File: src/rtl/timer_pkg.sv
// timer_pkg: shared encodings for the memory-mapped countdown timer
package timer_pkg;
  typedef enum logic [1:0] {IDLE, LOAD, CNT, INT} state_t;
  localparam logic [3:0] OFF_CTRL = 4'h0;
  localparam logic [3:0] OFF_PRESET = 4'h4;
  localparam logic [3:0] OFF_COUNT = 4'h8;
  localparam logic [1:0] MODE_ONESHOT = 2'b00;
  localparam logic [1:0] MODE_RELOAD = 2'b01;
  localparam int CTRL_EN = 0;
  localparam int CTRL_MODE_LSB = 1;
  localparam int CTRL_MODE_MSB = 2;
  localparam int CTRL_IM = 3;
endpackage

File: src/rtl/timer_device.sv
// timer_device: bus-mapped countdown timer with one-shot/auto-reload modes and a maskable irq
module timer_device
  import timer_pkg::*;
#(
  parameter logic [31:0] BASE_ADDR = 32'h0000_7F00
) (
  input  logic        clk,
  input  logic        reset,
  input  logic [31:0] addr,
  input  logic [3:0]  byteen,
  input  logic [31:0] wdata,
  output logic [31:0] rdata,
  output logic        hit,
  output logic        irq
);
  state_t state;
  logic [3:0] ctrl;
  logic [31:0] preset, count;
  logic irq_flag;
  logic [1:0] sel;
  logic wr, wr_ctrl, wr_preset, en, reload;
  logic unused_addr;
  assign unused_addr = ^addr[1:0];
  assign sel = addr[3:2];
  assign hit = (addr[31:4] == BASE_ADDR[31:4]) && (sel != 2'b11);
  assign wr = hit && (byteen == 4'hF);
  assign wr_ctrl = wr && (sel == OFF_CTRL[3:2]);
  assign wr_preset = wr && (sel == OFF_PRESET[3:2]);
  assign en = ctrl[CTRL_EN];
  assign reload = ctrl[CTRL_MODE_MSB:CTRL_MODE_LSB] == MODE_RELOAD;
  assign irq = irq_flag & ctrl[CTRL_IM];
  always_comb
    rdata = sel == OFF_CTRL[3:2]   ? {28'b0, ctrl} :
            sel == OFF_PRESET[3:2] ? preset :
            sel == OFF_COUNT[3:2]  ? count : '0;
  // Bus stores take priority over FSM updates to ctrl and irq_flag.
  always_ff @(posedge clk or posedge reset) begin
    if (reset) begin
      state <= IDLE;
      ctrl <= '0;
      preset <= '0;
      count <= '0;
      irq_flag <= 1'b0;
    end else begin
      if (wr_ctrl) ctrl <= wdata[3:0];
      else if (state == INT && !reload) ctrl[CTRL_EN] <= 1'b0;
      if (wr_preset) preset <= wdata;
      if (wr_ctrl || wr_preset) irq_flag <= 1'b0;
      else if (state == CNT && en && count <= 32'd1) irq_flag <= 1'b1;
      else if (state == INT && reload) irq_flag <= 1'b0;
      case (state)
        IDLE: if (en) state <= LOAD;
        LOAD: begin
          count <= preset;
          state <= CNT;
        end
        CNT:
          if (!en) state <= IDLE;
          else if (count > 32'd1) count <= count - 32'd1;
          else begin
            count <= '0;
            state <= INT;
          end
        default: state <= IDLE;
      endcase
    end
  end
endmodule

File: config.mk
export PLATFORM = sky130hd
export DESIGN_NAME = timer_device
export DESIGN_NICKNAME = d
export VERILOG_FILES = /design/src/rtl/timer_pkg.sv /design/src/rtl/timer_device.sv
export SDC_FILE = /design/constraint.sdc
export NUM_CORES = 1
export LEC_CHECK = 0
export BUFFER_PORTS_ARGS = -buffer_cell sky130_fd_sc_hd__buf_2
export CAP_MARGIN = 40
export CORE_ASPECT_RATIO = 2
export CORE_MARGIN = 5
export CORE_UTILIZATION = 48
export CTS_CLUSTER_DIAMETER = 30
export DETAILED_ROUTE_END_ITERATION = 8
export GPL_TIMING_DRIVEN = 0
export PLACE_DENSITY = 0.75
export REMOVE_ABC_BUFFERS = 1
export SYNTH_ARGS = -nofsm -noshare
export SYNTH_HDL_FRONTEND = slang
export SYNTH_SLANG_ARGS = --single-unit
export TNS_END_PERCENT = 5
File: constraint.sdc
create_clock -name clk -period 2.4 [get_ports clk]
set_input_delay 0.24 -clock clk [delete_from_list [all_inputs] [get_ports clk]]
set_output_delay 0.24 -clock clk [all_outputs]
set_load 0.05 [all_outputs]
* Yosys cells after proc, flatten, opt, wreduce, memory -nomap -nowiden *
Cells that the tools add are included.

word-level totals
  input port bits = 70
  word-level logic and storage cells = 54
  output and inout port bits = 34
  bits in registers = 71

operators by class
  muxes and demuxes = 15
  add/subtract/negate cells = 1
  reduce and logical (&&, ||, !) cells = 17
  equal/unequal tests = 12
  order comparisons = 2
  bitwise operators = 1

operators with widths
  operator                                                         number
  two-way mux 32 bit                                               5
  case mux 32 bit (2 select lines)                                 1
  > comparator 32 x 1 -> 1 bit, second input constant              1
  less-or-equal comparator 32 x 1 -> 1 bit, second input constant  1
  subtractor 32 x 1 -> 32 bit, second input constant               1
  == test 28 x 11 -> 1 bit, second input constant                  1
  logical AND 1 bit                                                8
  == test 2 x 1 -> 1 bit, second input constant                    3
  == test 2 bit, second input constant                             3
  two-way mux 2 bit                                                3
  != test 2 bit, second input constant                             3
  case mux 2 bit (3 select lines)                                  1
  two-way mux 1 bit                                                5
  == test 4 bit, second input constant                             1
  logical NOT 2 bit                                                2
  AND reduction 2 bit                                              2
  nonzero test 2 bit                                               2
  != test 3 bit, second input constant                             1
  nonzero test 3 bit                                               1
  bitwise AND 1 bit                                                1
  logical NOT 1 bit                                                1
  logical OR 1 bit                                                 1

* Depth between registers and ports, before layout *
  word-level depth = 6
  gate-level depth with buffers = 10
  gate-level depth less buffers = 8

* Least setup slack after synthesis *
OpenSTA, ideal clock, no wires.

  path kind = input to register
  start = input port addr[18]
  end = register preset[0]
  arrival time = 4.255 ns
  library setup time = 0.125 ns
  stages = 7
  path buffers = 1
  path slack = -1.980 ns
  required time = 2.275 ns
  cell sequence = nor4_1 -> nand4_1 -> a2111oi_0 -> nor3b_1 -> nand2_1 -> buf_1 -> mux2_2

on the way
  word-level cells in the longest chain between the ends = 4

ends and longest elaborated chain
  element                   RTL line            text
  start, declared           timer_device.sv:9   input logic [31:0] addr,
  == test 28 x 11 -> 1 bit  timer_device.sv:25  assign hit = (addr[31:4] == BASE_ADDR[31:4]) && (sel != 2'b11);
  logical AND 1 bit         timer_device.sv:25
  named net hit             timer_device.sv:13  output logic hit,
  logical AND 1 bit         timer_device.sv:26  assign wr = hit && (byteen == 4'hF);
  logical AND 1 bit         timer_device.sv:28  assign wr_preset = wr && (sel == OFF_PRESET[3:2]);
  end signal, assigned      timer_device.sv:47  if (wr_preset) preset <= wdata;
  end, declared             timer_device.sv:18  logic [31:0] preset, count;

The timed path passes the listed nets, and every way through them passes these cells.
A chain may end at the register's enable or synchronous reset.

* Worst setup path in the final report *
  start = register count[22]
  end = register count[28]

on the way
  word-level cells in the longest chain between the ends = 4
  elaborated cells between the ends (all ways) = 5
  those cells by class = 1 x add/sub; 1 x order compare; 3 x mux

ends and longest elaborated chain
  element                                                                             RTL line            text
  start, declared                                                                     timer_device.sv:18
  start signal, assigned                                                              timer_device.sv:54  count <= preset;
  start signal, assigned                                                              timer_device.sv:59  else if (count > 32'd1) count <= count - 32'd1;
  subtractor 32 x 1 -> 32 bit / > comparator 32 x 1 -> 1 bit (equally long branches)  timer_device.sv:59
  two-way mux 32 bit (*)                                                              timer_device.sv:59
  two-way mux 32 bit (*)                                                              timer_device.sv:58  if (!en) state <= IDLE;
  case mux 32 bit (2 select lines) (*)                                                timer_device.sv:51  case (state)

Every way passes the cells marked *; elsewhere a longest branch is shown, timed or not. The select of a mux whose other input is x is not followed.

==> metrics.csv <==
stage,metric,value,unit
power,pwr/cell area,468,nW/um^2
timing,post-route clock period utilization,1.04,
timing,Worst Tran Pin Value,0.950,ns
flow_run,max_cap viols,0,
synth,synthesized area per cell,9.87,sq um
place,# port buffers,101,
detailed_routing,First-pass DRT Iterations,5,
final_layout,multi-input logic area,2300,sq um
global_routing,first-pass GRT wire length,19700,microns
place,post-DP HPWL,8390,microns
timing,setup violators final,14,
timing,final worst hold slack,0.130,ns
synth,Mapped Area,4010,sq um
timing,min cycle time layout,2.50,ns
synth,register area share after synthesis,0.443,
place,GP Congestion,0.906,
timing,"Slew Viols, Final",0,
detailed_routing,wire per inst,20.0,microns
synth,synth warn,0,
detailed_routing,DR DRC count,0,
critical_path,WP data arrival,2.72,ns
floorplanning,Chip Width,74.6,microns
clocking,H-tree depth,3,
final_layout,# diodes,0,
critical_path,critical path startpoint category,flop,
final_layout,share of cells above drive strength 1,0.439,
floorplanning,Die ar.,10400,sq um
floorplanning,Core Region,8230,sq um
timing,endpoints failing hold,0,
critical_path,Reg2Reg Depth,5,
critical_path,Crit. End Element,flop,
global_routing,vias in the first global route,4125,
floorplanning,chip height,139,microns
timing,Worst Slack Setup Final,-0.102,ns
timing,f_max,400,MHz
final_layout,"most common cell after layout, fill and taps aside",buf_2,
global_routing,antenna violations before repair,0,
detailed_routing,Initial DRC Count,301,
power,Worst IR Drop VDD,0.534,mV
detailed_routing,Detailed Route WL,12500,microns
clocking,Num CTS Buffers,9,
clocking,clk_lat worst skew,0.34,ns
critical_path,FF-to-FF Start,count[22],
synth,Netlist cell types,50,
synth,ranking of synthesized cells by area,"dfrtp_1 44%, mux2_2 10%, a22o_1 6.3%",
timing,Worst Clk Skew,0.00466,ns
final_layout,final net count,597,
worst_hold_path,worst hold stages,2,
detailed_routing,remaining antenna violation count after routing,0,
critical_path,WS Path Type,reg -> reg,
clocking,CTS Sinks,71,
clocking,Max Buffers Root-to-Sink,2,
global_routing,largest net degree at the start of global routing,60,
clocking,root buf cell,clkbuf_16,
global_routing,GRT Overall Usage,0.246,
critical_path,Reg2Reg Setup Slack,-0.10,ns
detailed_routing,DR vias/cell,6.32,
floorplanning,Starting Density,0.487,
global_routing,grt total ovfl,0,
run_status,status,"finished, violations left",
power,sequential share of power,0.477,
worst_hold_path,Hold Path Class,in -> reg,
clocking,TritonCTS clock tree,yes,
power,power share of the clock group,0.475,
floorplanning,cell row count,47,
run_status,failing checks,setup timing,
synth,"flops & latches, synth",71,
critical_path,"Max FO, Critical Path",4,
final_layout,area grow syn2layout,34.2,%
timing,unrepaired setup endpoints after global routing,true,
final_layout,Fillers,666,
power,switching share of total power,0.215,
synth,"EDFF count, synth",0,
floorplanning,# IOs,104,
synth,asr flop ratio synth,1.00,
clocking,clock slew at reported path FFs,0.05,ns
synth,share of the synthesized area in the top cell type,0.443,
synth,cell accounting for the most synthesized area,dfrtp_1,
final_layout,register area,1780,sq um
power,P_sw,540,uW
power,Power Internal,1.97,mW
final_layout,most frequent cells in the layout,"101 x buf_2, 65 x dfrtp_1, 36 x mux2_2, 31 x nand2_1, 29 x a22o_1",
power,Comb pwr share,0.048,
final_layout,final core occ,0.653,
power,leakage,2.76,nW
timing,Max-slew headroom,0.364,
synth,top_reg_cell synth,dfrtp_1,
synth,Post-Synthesis Cells,406,
critical_path,beginning of the critical path,count[22],
worst_hold_path,hold path start,wdata[11],
critical_path,worst path required time,2.62,ns
detailed_routing,Vias,3961,
[area by class of cell]
class / count / area share
clock buffer: 14 / 0.0473
clock inverter: 1 / 0.000931
inverter: 7 / 0.00535
multi-input combinational: 300 / 0.429
sequential: 71 / 0.332
tap: 98 / 0.0228
timing repair buffer: 136 / 0.163
[layer usage]
layer  GRT usage  vias up  wire length (microns)
met4       0.140        0                    537
met2       0.420      209                   6610
met1       0.274     1916                   4380
li1            -     1792                      -
met5           0        -                      0
met3      0.0450       44                    991
[logic make-up after synthesis]
family	count (synthesis)	synth area share
AOI/OAI and AO/OA	109	0.198
muxes	40	0.111
adders and majority gates	2	0.00625
buffers and inverters	35	0.0400
and+or+nand+nor	149	0.201
DFF	71	0.443
[critical path: stages (launching register included)]
cell,delay (ns)
dfrtp_2,0.40
or4_4,0.54
or4_4,0.54
or3_4,0.44
a21o_1,0.19
a221o_1,0.28
[final timing paths]
check | endpoint
min in group asynchronous | preset[4]
hold / removal | preset[11]
hold reg to reg | count[30]
setup reg to reg | count[28]
setup / recovery | count[28]
max in group asynchronous | count[22]
[repair_timing]
item / CTS / global route
buffers inserted: 21 / 4
resized for setup: 36 / 29
setup endpoints to repair: 55 / 44
hold buffers: 1 / 0
hold endpoints to repair: 12 / 0
pin swaps: 7 / 10
cloned: 1 / 0
[stage by stage]
step	area [sq um]	setup slack (ns)	total power [mW]	TNS, ns	std cells
floorplan	3870	-2.37	1.25	-94.25	378
global placement	4500	-1.79	1.32	-120.29	577
detailed placement	4650	-0.862	1.34	-39.36	585
CTS	5210	-0.107	2.54	-0.621	623
global route	5380	-0.164	2.60	-2.43	627
finish	5380	-0.102	2.51	-0.543	627
[synth_stat cells (2+ instances only)]
master,instances
dfrtp_1,71
mux2_2,36
nand2_1,34
a22o_1,29
clkbuf_1,18
nand3_1,18
o21ai_0,17
nor2_1,16
nor4_1,16
a21oi_1,15
nor3_1,12
and3_1,11
a22oi_1,8
inv_1,7
o311ai_0,7
or3_1,7
nand2b_1,6
o211ai_1,6
or4_1,6
a31oi_1,5
nand4_1,5
nor2b_1,5
a221o_1,4
buf_1,4
mux2i_1,4
a21o_1,3
buf_6,3
a32oi_1,2
ha_1,2
nor3b_1,2
nor4b_1,2
o21ai_1,2
o22ai_1,2
o31a_1,2
o41ai_1,2
or2b_1,2
or4_4,2
[sequential cells by signal (all words and copies together) (netlist names)]
register  count
ctrl          4
count        32
irq_flag      1
preset       32
state         2
[power by group through the flow]
stage / sequential, mW / clock, mW / combinational, mW
after CTS: 1.20 / 1.21 / 0.123
after floorplan: 1.22 / 0 / 0.0337
after global placement: 1.22 / 0 / 0.103
after global routing: 1.20 / 1.27 / 0.135
after detailed placement: 1.22 / 0 / 0.121
final: 1.20 / 1.19 / 0.121
Power figures use the tool's default switching activity.
